===== src/rtl/arya_pkg.sv =====
// Shared types and helpers for the Arya host memory port: FSM states, default
// widths and the bank-slice offset helper used to pick a bank out of mem_rdata.
package arya_pkg;

  typedef enum logic [2:0] {
    ST_IDLE,
    ST_WR,
    ST_RD_ISSUE,
    ST_RD_WAIT,
    ST_RD_HOLD
  } state_e;

  localparam int ADDR_W_DEF = 10;
  localparam int DATA_W_DEF = 64;
  localparam int LEN_W_DEF  = 8;

  function automatic int unsigned bank_lsb(input int unsigned bank, input int unsigned data_w);
    return bank * data_w;
  endfunction

endpackage


===== src/rtl/arya_rd_lat_pipe.sv =====
// Valid-token delay line: a read strobe entering at tok_i emerges at tok_o exactly
// RD_LAT cycles later, marking the cycle in which mem_rdata holds the read word.
module arya_rd_lat_pipe #(
  parameter int RD_LAT = 1
) (
  input  logic clk,
  input  logic reset,
  input  logic tok_i,
  output logic tok_o
);

  logic [RD_LAT-1:0] sr_q;

  always_ff @(posedge clk) begin
    if (reset) sr_q <= '0;
    else       sr_q <= (sr_q << 1) | RD_LAT'(tok_i);
  end

  assign tok_o = sr_q[RD_LAT-1];

endmodule


===== src/rtl/arya_host_mem_port.sv =====
// Host/debug access port: handshaked read and write bursts into per-core local
// memory banks, holding the target core halted while a session or burst is active.
module arya_host_mem_port
  import arya_pkg::*;
#(
  parameter int NUM_CORES = 4,
  parameter int ADDR_W    = ADDR_W_DEF,
  parameter int DATA_W    = DATA_W_DEF,
  parameter int LEN_W     = LEN_W_DEF,
  parameter int RD_LAT    = 1,
  localparam int CORE_W   = (NUM_CORES > 1) ? $clog2(NUM_CORES) : 1
) (
  input  logic                          clk,
  input  logic                          reset,
  input  logic                          debug_on,
  input  logic                          cmd_valid,
  output logic                          cmd_ready,
  input  logic                          cmd_write,
  input  logic [CORE_W-1:0]             cmd_core,
  input  logic [ADDR_W-1:0]             cmd_addr,
  input  logic [LEN_W-1:0]              cmd_len,
  output logic                          cmd_err,
  input  logic                          wr_valid,
  output logic                          wr_ready,
  input  logic [DATA_W-1:0]             wr_data,
  output logic                          rd_valid,
  input  logic                          rd_ready,
  output logic [DATA_W-1:0]             rd_data,
  output logic                          busy,
  output logic [NUM_CORES-1:0]          core_halt,
  output logic [NUM_CORES-1:0]          mem_en,
  output logic                          mem_we,
  output logic [ADDR_W-1:0]             mem_addr,
  output logic [DATA_W-1:0]             mem_wdata,
  input  logic [NUM_CORES*DATA_W-1:0]   mem_rdata
);

  localparam int CNT_W = LEN_W + 1;

  state_e                state_q;
  logic [CORE_W-1:0]     core_q;
  logic [ADDR_W-1:0]     addr_q;
  logic [CNT_W-1:0]      cnt_q;
  logic                  busy_q, cmd_ready_q, cmd_err_q, wr_ready_q, rd_valid_q, mem_we_q;
  logic [DATA_W-1:0]     rd_data_q, mem_wdata_q;
  logic [NUM_CORES-1:0]  mem_en_q, core_halt_q;
  logic [ADDR_W-1:0]     mem_addr_q;

  logic                  cmd_hs, wr_hs, cmd_bad, rd_tok, lat_vld;
  logic [ADDR_W-1:0]     addr_inc;
  logic [CNT_W-1:0]      cnt_dec;
  logic [DATA_W-1:0]     bank_rdata [NUM_CORES];

  for (genvar g = 0; g < NUM_CORES; g++) begin : g_bank
    assign bank_rdata[g] = mem_rdata[bank_lsb(g, DATA_W) +: DATA_W];
  end

  assign cmd_hs   = cmd_valid & cmd_ready_q;
  assign wr_hs    = wr_valid & wr_ready_q;
  assign cmd_bad  = ~debug_on | (32'(cmd_core) >= NUM_CORES);
  assign addr_inc = addr_q + ADDR_W'(1);
  assign cnt_dec  = cnt_q - CNT_W'(1);
  assign rd_tok   = (|mem_en_q) & ~mem_we_q;

  arya_rd_lat_pipe #(.RD_LAT(RD_LAT)) u_lat (
    .clk   (clk),
    .reset (reset),
    .tok_i (rd_tok),
    .tok_o (lat_vld)
  );

  always_ff @(posedge clk) begin
    if (reset) begin
      state_q     <= ST_IDLE;
      busy_q      <= 1'b0;
      cmd_ready_q <= 1'b0;
      cmd_err_q   <= 1'b0;
      wr_ready_q  <= 1'b0;
      rd_valid_q  <= 1'b0;
      rd_data_q   <= '0;
      mem_en_q    <= '0;
      mem_we_q    <= 1'b0;
      mem_addr_q  <= '0;
      mem_wdata_q <= '0;
      core_halt_q <= '0;
    end else begin
      mem_en_q  <= '0;
      mem_we_q  <= 1'b0;
      cmd_err_q <= 1'b0;
      case (state_q)
        ST_IDLE: begin
          cmd_ready_q <= 1'b1;
          if (cmd_hs) begin
            if (cmd_bad) begin
              cmd_err_q <= 1'b1;
            end else begin
              core_q      <= cmd_core;
              addr_q      <= cmd_addr;
              cnt_q       <= CNT_W'(cmd_len) + CNT_W'(1);
              busy_q      <= 1'b1;
              cmd_ready_q <= 1'b0;
              if (cmd_write) begin
                state_q    <= ST_WR;
                wr_ready_q <= 1'b1;
              end else begin
                state_q    <= ST_RD_ISSUE;
                mem_en_q   <= NUM_CORES'(1) << cmd_core;
                mem_addr_q <= cmd_addr;
              end
            end
          end
        end
        ST_WR: begin
          if (wr_hs) begin
            mem_en_q    <= NUM_CORES'(1) << core_q;
            mem_we_q    <= 1'b1;
            mem_addr_q  <= addr_q;
            mem_wdata_q <= wr_data;
            addr_q      <= addr_inc;
            cnt_q       <= cnt_dec;
            if (cnt_q == CNT_W'(1)) wr_ready_q <= 1'b0;
          end else if (cnt_q == '0) begin
            // Last strobe has been driven; only now release the port.
            state_q     <= ST_IDLE;
            busy_q      <= 1'b0;
            cmd_ready_q <= 1'b1;
          end
        end
        ST_RD_ISSUE: state_q <= ST_RD_WAIT;
        ST_RD_WAIT: begin
          if (lat_vld) begin
            rd_data_q  <= bank_rdata[core_q];
            rd_valid_q <= 1'b1;
            state_q    <= ST_RD_HOLD;
          end
        end
        ST_RD_HOLD: begin
          if (rd_ready) begin
            rd_valid_q <= 1'b0;
            addr_q     <= addr_inc;
            cnt_q      <= cnt_dec;
            if (cnt_q != CNT_W'(1)) begin
              state_q    <= ST_RD_ISSUE;
              mem_en_q   <= NUM_CORES'(1) << core_q;
              mem_addr_q <= addr_inc;
            end else begin
              state_q     <= ST_IDLE;
              busy_q      <= 1'b0;
              cmd_ready_q <= 1'b1;
            end
          end
        end
        default: state_q <= ST_IDLE;
      endcase
      for (int i = 0; i < NUM_CORES; i++) begin
        core_halt_q[i] <= debug_on | (busy_q & (core_q == CORE_W'(i)));
      end
    end
  end

  assign cmd_ready = cmd_ready_q;
  assign cmd_err   = cmd_err_q;
  assign wr_ready  = wr_ready_q;
  assign rd_valid  = rd_valid_q;
  assign rd_data   = rd_data_q;
  assign busy      = busy_q;
  assign core_halt = core_halt_q;
  assign mem_en    = mem_en_q;
  assign mem_we    = mem_we_q;
  assign mem_addr  = mem_addr_q;
  assign mem_wdata = mem_wdata_q;

endmodule


===== config.mk =====
export PLATFORM = sky130hd
export DESIGN_NAME = arya_host_mem_port
export DESIGN_NICKNAME = d
export VERILOG_FILES = /design/src/rtl/arya_pkg.sv /design/src/rtl/arya_rd_lat_pipe.sv /design/src/rtl/arya_host_mem_port.sv
export SDC_FILE = /design/constraint.sdc
export NUM_CORES = 1
export LEC_CHECK = 0
export ABC_AREA = 1
export CORE_AREA = 5 5 190 192
export CTS_BUF_LIST = sky130_fd_sc_hd__clkbuf_8
export CTS_CLUSTER_SIZE = 12
export DETAILED_ROUTE_END_ITERATION = 6
export DIE_AREA = 0 0 195 197
export PLACE_DENSITY = 0.54
export SYNTH_ARGS = -nofsm -noshare
export SYNTH_HDL_FRONTEND = slang
export SYNTH_HIERARCHICAL = 1
export SYNTH_SLANG_ARGS = --single-unit

===== constraint.sdc =====
create_clock -name clk -period 3.4 [get_ports clk]
set_clock_uncertainty 0.1 [all_clocks]
set_input_delay 0.51 -clock clk [delete_from_list [all_inputs] [get_ports clk]]
set_output_delay 0.51 -clock clk [all_outputs]
set_load 0.005 [all_outputs]

# Word level (Yosys, flattened, before mapping)
# Index checks and enable logic that the tools add are counted.
[word_totals]
reg_bits = 177
latch_bits = 0
ram_bits = 0
romBits = 0
output_inout_bits = 152
memories = 0
[classes]
addsub = 3
multipliers = 0
div = 0
n_lt_le_gt_ge = 1
eq_ne = 21
shift = 2
muxes = 60
bitwise = 17
reduce_logical = 19
[op_table]
columns = ["cell", "count"]
rows = [
  ["$bmux W64 S2", 1],
  ["$mux W64", 2],
  ["$mux W10", 10],
  ["$pmux W10 S3", 2],
  ["$mux W9", 4],
  ["$pmux W9 S3", 1],
  ["$mux W4", 6],
  ["$ne A2 B2 Y1 const B", 11],
  ["$mux W1", 20],
  ["$mux W3", 6],
  ["$reduce_and A6 Y1", 3],
  ["$pmux W3 S5", 1],
  ["$reduce_and A7 Y1", 2],
  ["$pmux W4 S3", 1],
  ["$add A10 B1 Y10 const B", 1],
  ["$add A8 B1 Y9 const B", 1],
  ["$eq A9 B1 Y1 const B", 1],
  ["$logic_not A9 Y1", 1],
  ["$ne A9 B1 Y1 const B", 1],
  ["$sub A9 B1 Y9 const B", 1],
  ["$shl A1 B2 Y4 const A", 2],
  ["$and A1 B1 Y1", 7],
  ["$eq A3 B2 Y1 const B", 2],
  ["$pmux W1 S3", 2],
  ["22 further kinds", 34],
]

# Longest topological paths before layout
[logic_depth]
depth_word = 5
mapped_depth = 11
ltp_nobuf = 11

# By module
# Netlist, hierarchy kept.
[modules_own_cells]
columns = ["mod", "instances", "cells_each", "area_per_inst_um2"]
rows = [
  ["arya_host_mem_port", 1, 1039, 8190.4],
  ["arya_rd_lat_pipe", 1, 3, 30.0],
]

# Least setup slack after synthesis
# Ideal clock, no wire load.
[synth_path]
kind = "input to register"
startpoint = "input port debug_on"
endpoint = "register addr_q[0] (enable)"
arrival_time_ps = 2292
required_ps = 2881
path_slack_ps = 589
cell_stages = 6
path_buffers = 0
path_cell_list = "inv_1 > nor2_1 > nor2_2 > inv_2 > nand2_4 > nor3_1"
[synth_between]
elab_chain_len = 2
[synth_rtl]
columns = ["element", "line", "source"]
rows = [
  ["from (decl)", "arya_host_mem_port.sv:15", "input logic debug_on,"],
  ["$ne A2 B2 Y1 (no source line)", "--", ""],
  ["$reduce_and A6 Y1 (no source line)", "--", ""],
  ["to (signal assigned)", "arya_host_mem_port.sv:98", "addr_q <= cmd_addr;"],
  ["to (signal assigned)", "arya_host_mem_port.sv:119", "addr_q <= addr_inc;"],
  ["to (signal assigned)", "arya_host_mem_port.sv:140", "addr_q <= addr_inc;"],
  ["to (decl)", "arya_host_mem_port.sv:42", "logic [ADDR_W-1:0] addr_q;"],
]
# Every way passes these cells.
# A chain may end at the register's enable or synchronous reset.

# Worst setup path in the final report
[layout_path]
startpoint = "register core_q[0]"
endpoint = "register rd_data_q[15], in the netlist rd_data[15]"
[layout_between]
elab_chain_len = 4
[layout_rtl]
columns = ["element", "line", "source"]
rows = [
  ["from (decl)", "arya_host_mem_port.sv:41", "logic [CORE_W-1:0] core_q;"],
  ["from (signal assigned)", "arya_host_mem_port.sv:97", "core_q <= cmd_core;"],
  ["$not A2 Y3 (not written as such)", "arya_host_mem_port.sv:132", "rd_data_q <= bank_rdata[core_q];"],
  ["$bmux W64 S2", "arya_host_mem_port.sv:132", ""],
  ["$mux W64 (not written as such) (2 in series)", "arya_host_mem_port.sv:132", ""],
  ["to (signal assigned)", "arya_host_mem_port.sv:132", ""],
  ["to (decl)", "arya_host_mem_port.sv:45", "logic [DATA_W-1:0] rd_data_q, mem_wdata_q;"],
]
# Every way passes these cells. The select of a mux whose other input is x is not followed.

==> flow_summary.ini <==
[drt]
vias = 9366
drt_first_iter_violations = 461
dr.pass1.iters = 5
wl_um = 40700
wl_per_cell_um = 20.7
drc = 0
ant_nets = 0
routed_via_density = 4.77

[power]
p_per_area_nw_per_um2 = 332
leakage_nw = 5.33
worst_ir_drop_vdd_mv = 0.237

[synth]
syn_inst = 1042
ys_seq_area_share_pct = 45.7
avgSynthCellArea_um2 = 7.89
synth_top_area_share_pct = 38.0
synthesis.area_um2 = 8220
synth_top_area_cell = dfxtp_1
ys_types = 36
synth_ff_type = dfxtp_1
ys_async_sr_fraction_pct = 0
synth_edf_count = 21
syn_nets = 1394
synth-seq-cells = 177
ys.warnings.count = 6
synthTopCellsByArea = dfxtp_1 38%, a22oi_1 12%, o21ai_0 9.0%, nor2_1 8.4%, edfxtp_1 7.7%

[die]
start_util_pct = 24.0
fp-row-count = 68
dieArea_um2 = 38400
die_x_um = 195
ioPinCount = 499
coreArea_um2 = 34200
die_y_um = 197

[sta]
worst_pin_slew_ns = 0.905
rsz0062_at_grt = no
tns_ns = 0
drv_slew = 0
setup_violations = 0
period_share_pct = 66.1
max_slew_margin_pct = 39.5
hold_violations = 0
fmax_ghz = 0.445
layout_min_cycle_time_ns = 2.25

[critical_path]
rr_worst_depth = 4
r2r_setup_slack_ns = 1.15
critPathMaxStageDelay_ns = 0.75
endpoint_kind = register
critPathMaxFanout = 28
slowest_stage = nor2_4
reg2reg_to = rd_data[15]
endpoint = rd_data[15]
r2r_start = core_q[0]
cp_data_required_time_ns = 3.72
cp-start-kind = register
worstSetupPathType = reg2reg
critPathArrivalTime_ns = 2.56
crit_path_start = core_q[0]
cp_cell_sequence = nor2_4 > buf_4 > a22oi_1 > a31oi_1

[global_route]
grt_overflow = 0
grt_max_degree = 130
globalRouteTotalUtil_pct = 20.0
grt_util_met2_pct = 33.6
gr-usage-met1_pct = 24.3
grt_pass1_vias = 9295
met3_usage_pct = 6.77
grt.busiest_layer = met2
grt_pass1_wl_um = 59000
antenna_found_initial = 4

[hold_path]
hold_class = reg2reg

[clock_network]
cts_setup_buffers = 0
cts_htree_levels = 4
worstSkewPairLatency_ns = 0.49
clk_pin_slew_ns = 0.11
cts_tree = built
numCtsBuffers = 17
cts_root_buf = clkbuf_8
cts_resized = 0
cts_max_path_buffers = 2
holdBufCountCts = 0
cts_sinks = 177

[run_status]
outcome = complete, no violations

[layout]
nets = 1845
multi_input_area_um2 = 3930
fillerInstances = 3474
final_cells = 1963
mostFrequentLayoutCells = 498 x clkdlybuf4s50_1, 181 x nor2_1, 156 x dfxtp_1
final_core_util_pct = 41.1
area_growth_pct = 70.9
drive_gt1_share_pct = 5.05
layout.area.seq_um2 = 3750
layout_commonest_cell = clkdlybuf4s50_1

[run]
cap_viol_max_count = 0

[placed_design]
portBuffers = 498
placedCellCount = 1929
dp_hpwl_um = 30900
routabilityCongestion = 0.912
-- per-stage QoR --
step	worst slack [ns]	cell area, um2	total power, mW	hold WS [ns]
6_report	1.15	14000	4.66	0.392
5_1_grt	0.971	14000	4.91	0.421
4_1_cts	1.13	14000	4.75	0.398
3_5_place_dp	0.833	13600	3.18	0.364
3_3_place_gp	0.927	13600	3.18	0.360
2_1_floorplan	0.589	8220	2.58	0.355
-- cell type report --
cell class | count | area share (%)
repair buffers | 511 | 36.8
diodes | 2 | 0.0356
multi-input cells | 727 | 27.9
clock buffers | 17 | 1.67
inverters | 59 | 1.59
flip-flops and latches | 177 | 26.7
clock inverters | 15 | 1.19
well taps | 455 | 4.05
-- where the power goes --
group	internal [mW]	leakage (nW)	switching, mW
logic	0.540	3.67	0.365
clock network	0.619	0.209	0.914
registers	2.18	1.45	0.0442
-- state kept, by name (all words and copies together) (netlist names), 2 cells and up --
register,count
mem_wdata,64
rd_data,64
addr_q,10
mem_addr,10
cnt_q,9
core_halt,4
mem_en,4
state_q,3
core_q,2
-- per-layer routing --
metal / share of wire, % / wire, um / up-vias
met2: 48 / 19700 / 373
met3: 8.2 / 3330 / 48
met4: 2.5 / 1020 / 4
met1: 41 / 16600 / 4366
met5: 0.066 / 27 / -
li1: - / - / 4575
-- Yosys cell counts, types with 10 or more instances --
| cell | instances |
|---|---|
| nor2_1 | 185 |
| o21ai_0 | 148 |
| edfxtp_1 | 21 |
| a22oi_1 | 128 |
| buf_2 | 32 |
| nand3_1 | 34 |
| nand2_1 | 93 |
| a21oi_1 | 10 |
| clkbuf_1 | 39 |
| a31oi_1 | 64 |
| inv_1 | 54 |
| dfxtp_1 | 156 |
-- cells by family after synthesis --
group	after synthesis	share of synthesized area [%]
flip-flops	177	45.7
XOR/XNOR	13	1.39
adder cells (fa/ha/maj)	5	0.761
buffers and inverters	138	7.02
AND/OR/NAND/NOR	343	17.5
AO/OA/AOI/OAI	366	27.7
-- how the worst min path moves through the flow --
stage	from	cells past startpoint	endpoint
3_3_place_gp	mem_addr[0]	2	mem_addr[0]
4_1_cts	mem_addr[2]	2	mem_addr[2]
2_1_floorplan	rd_valid	2	rd_valid
5_1_grt	rd_valid	2	rd_valid
3_5_place_dp	mem_addr[2]	2	mem_addr[2]
6_report	mem_addr[2]	2	mem_addr[2]
-- worst max-delay path: cells and delay by family (launching register included) --
| family | cells | cell delay, ns |
|---|---|---|
| DFF | 1 | 0.50 |
| and+or+nand+nor | 1 | 0.75 |
| AOI/OAI and AO/OA | 2 | 0.39 |
| buffers and inverters | 1 | 0.42 |
Note: power is estimated with default switching activity, not from simulation.
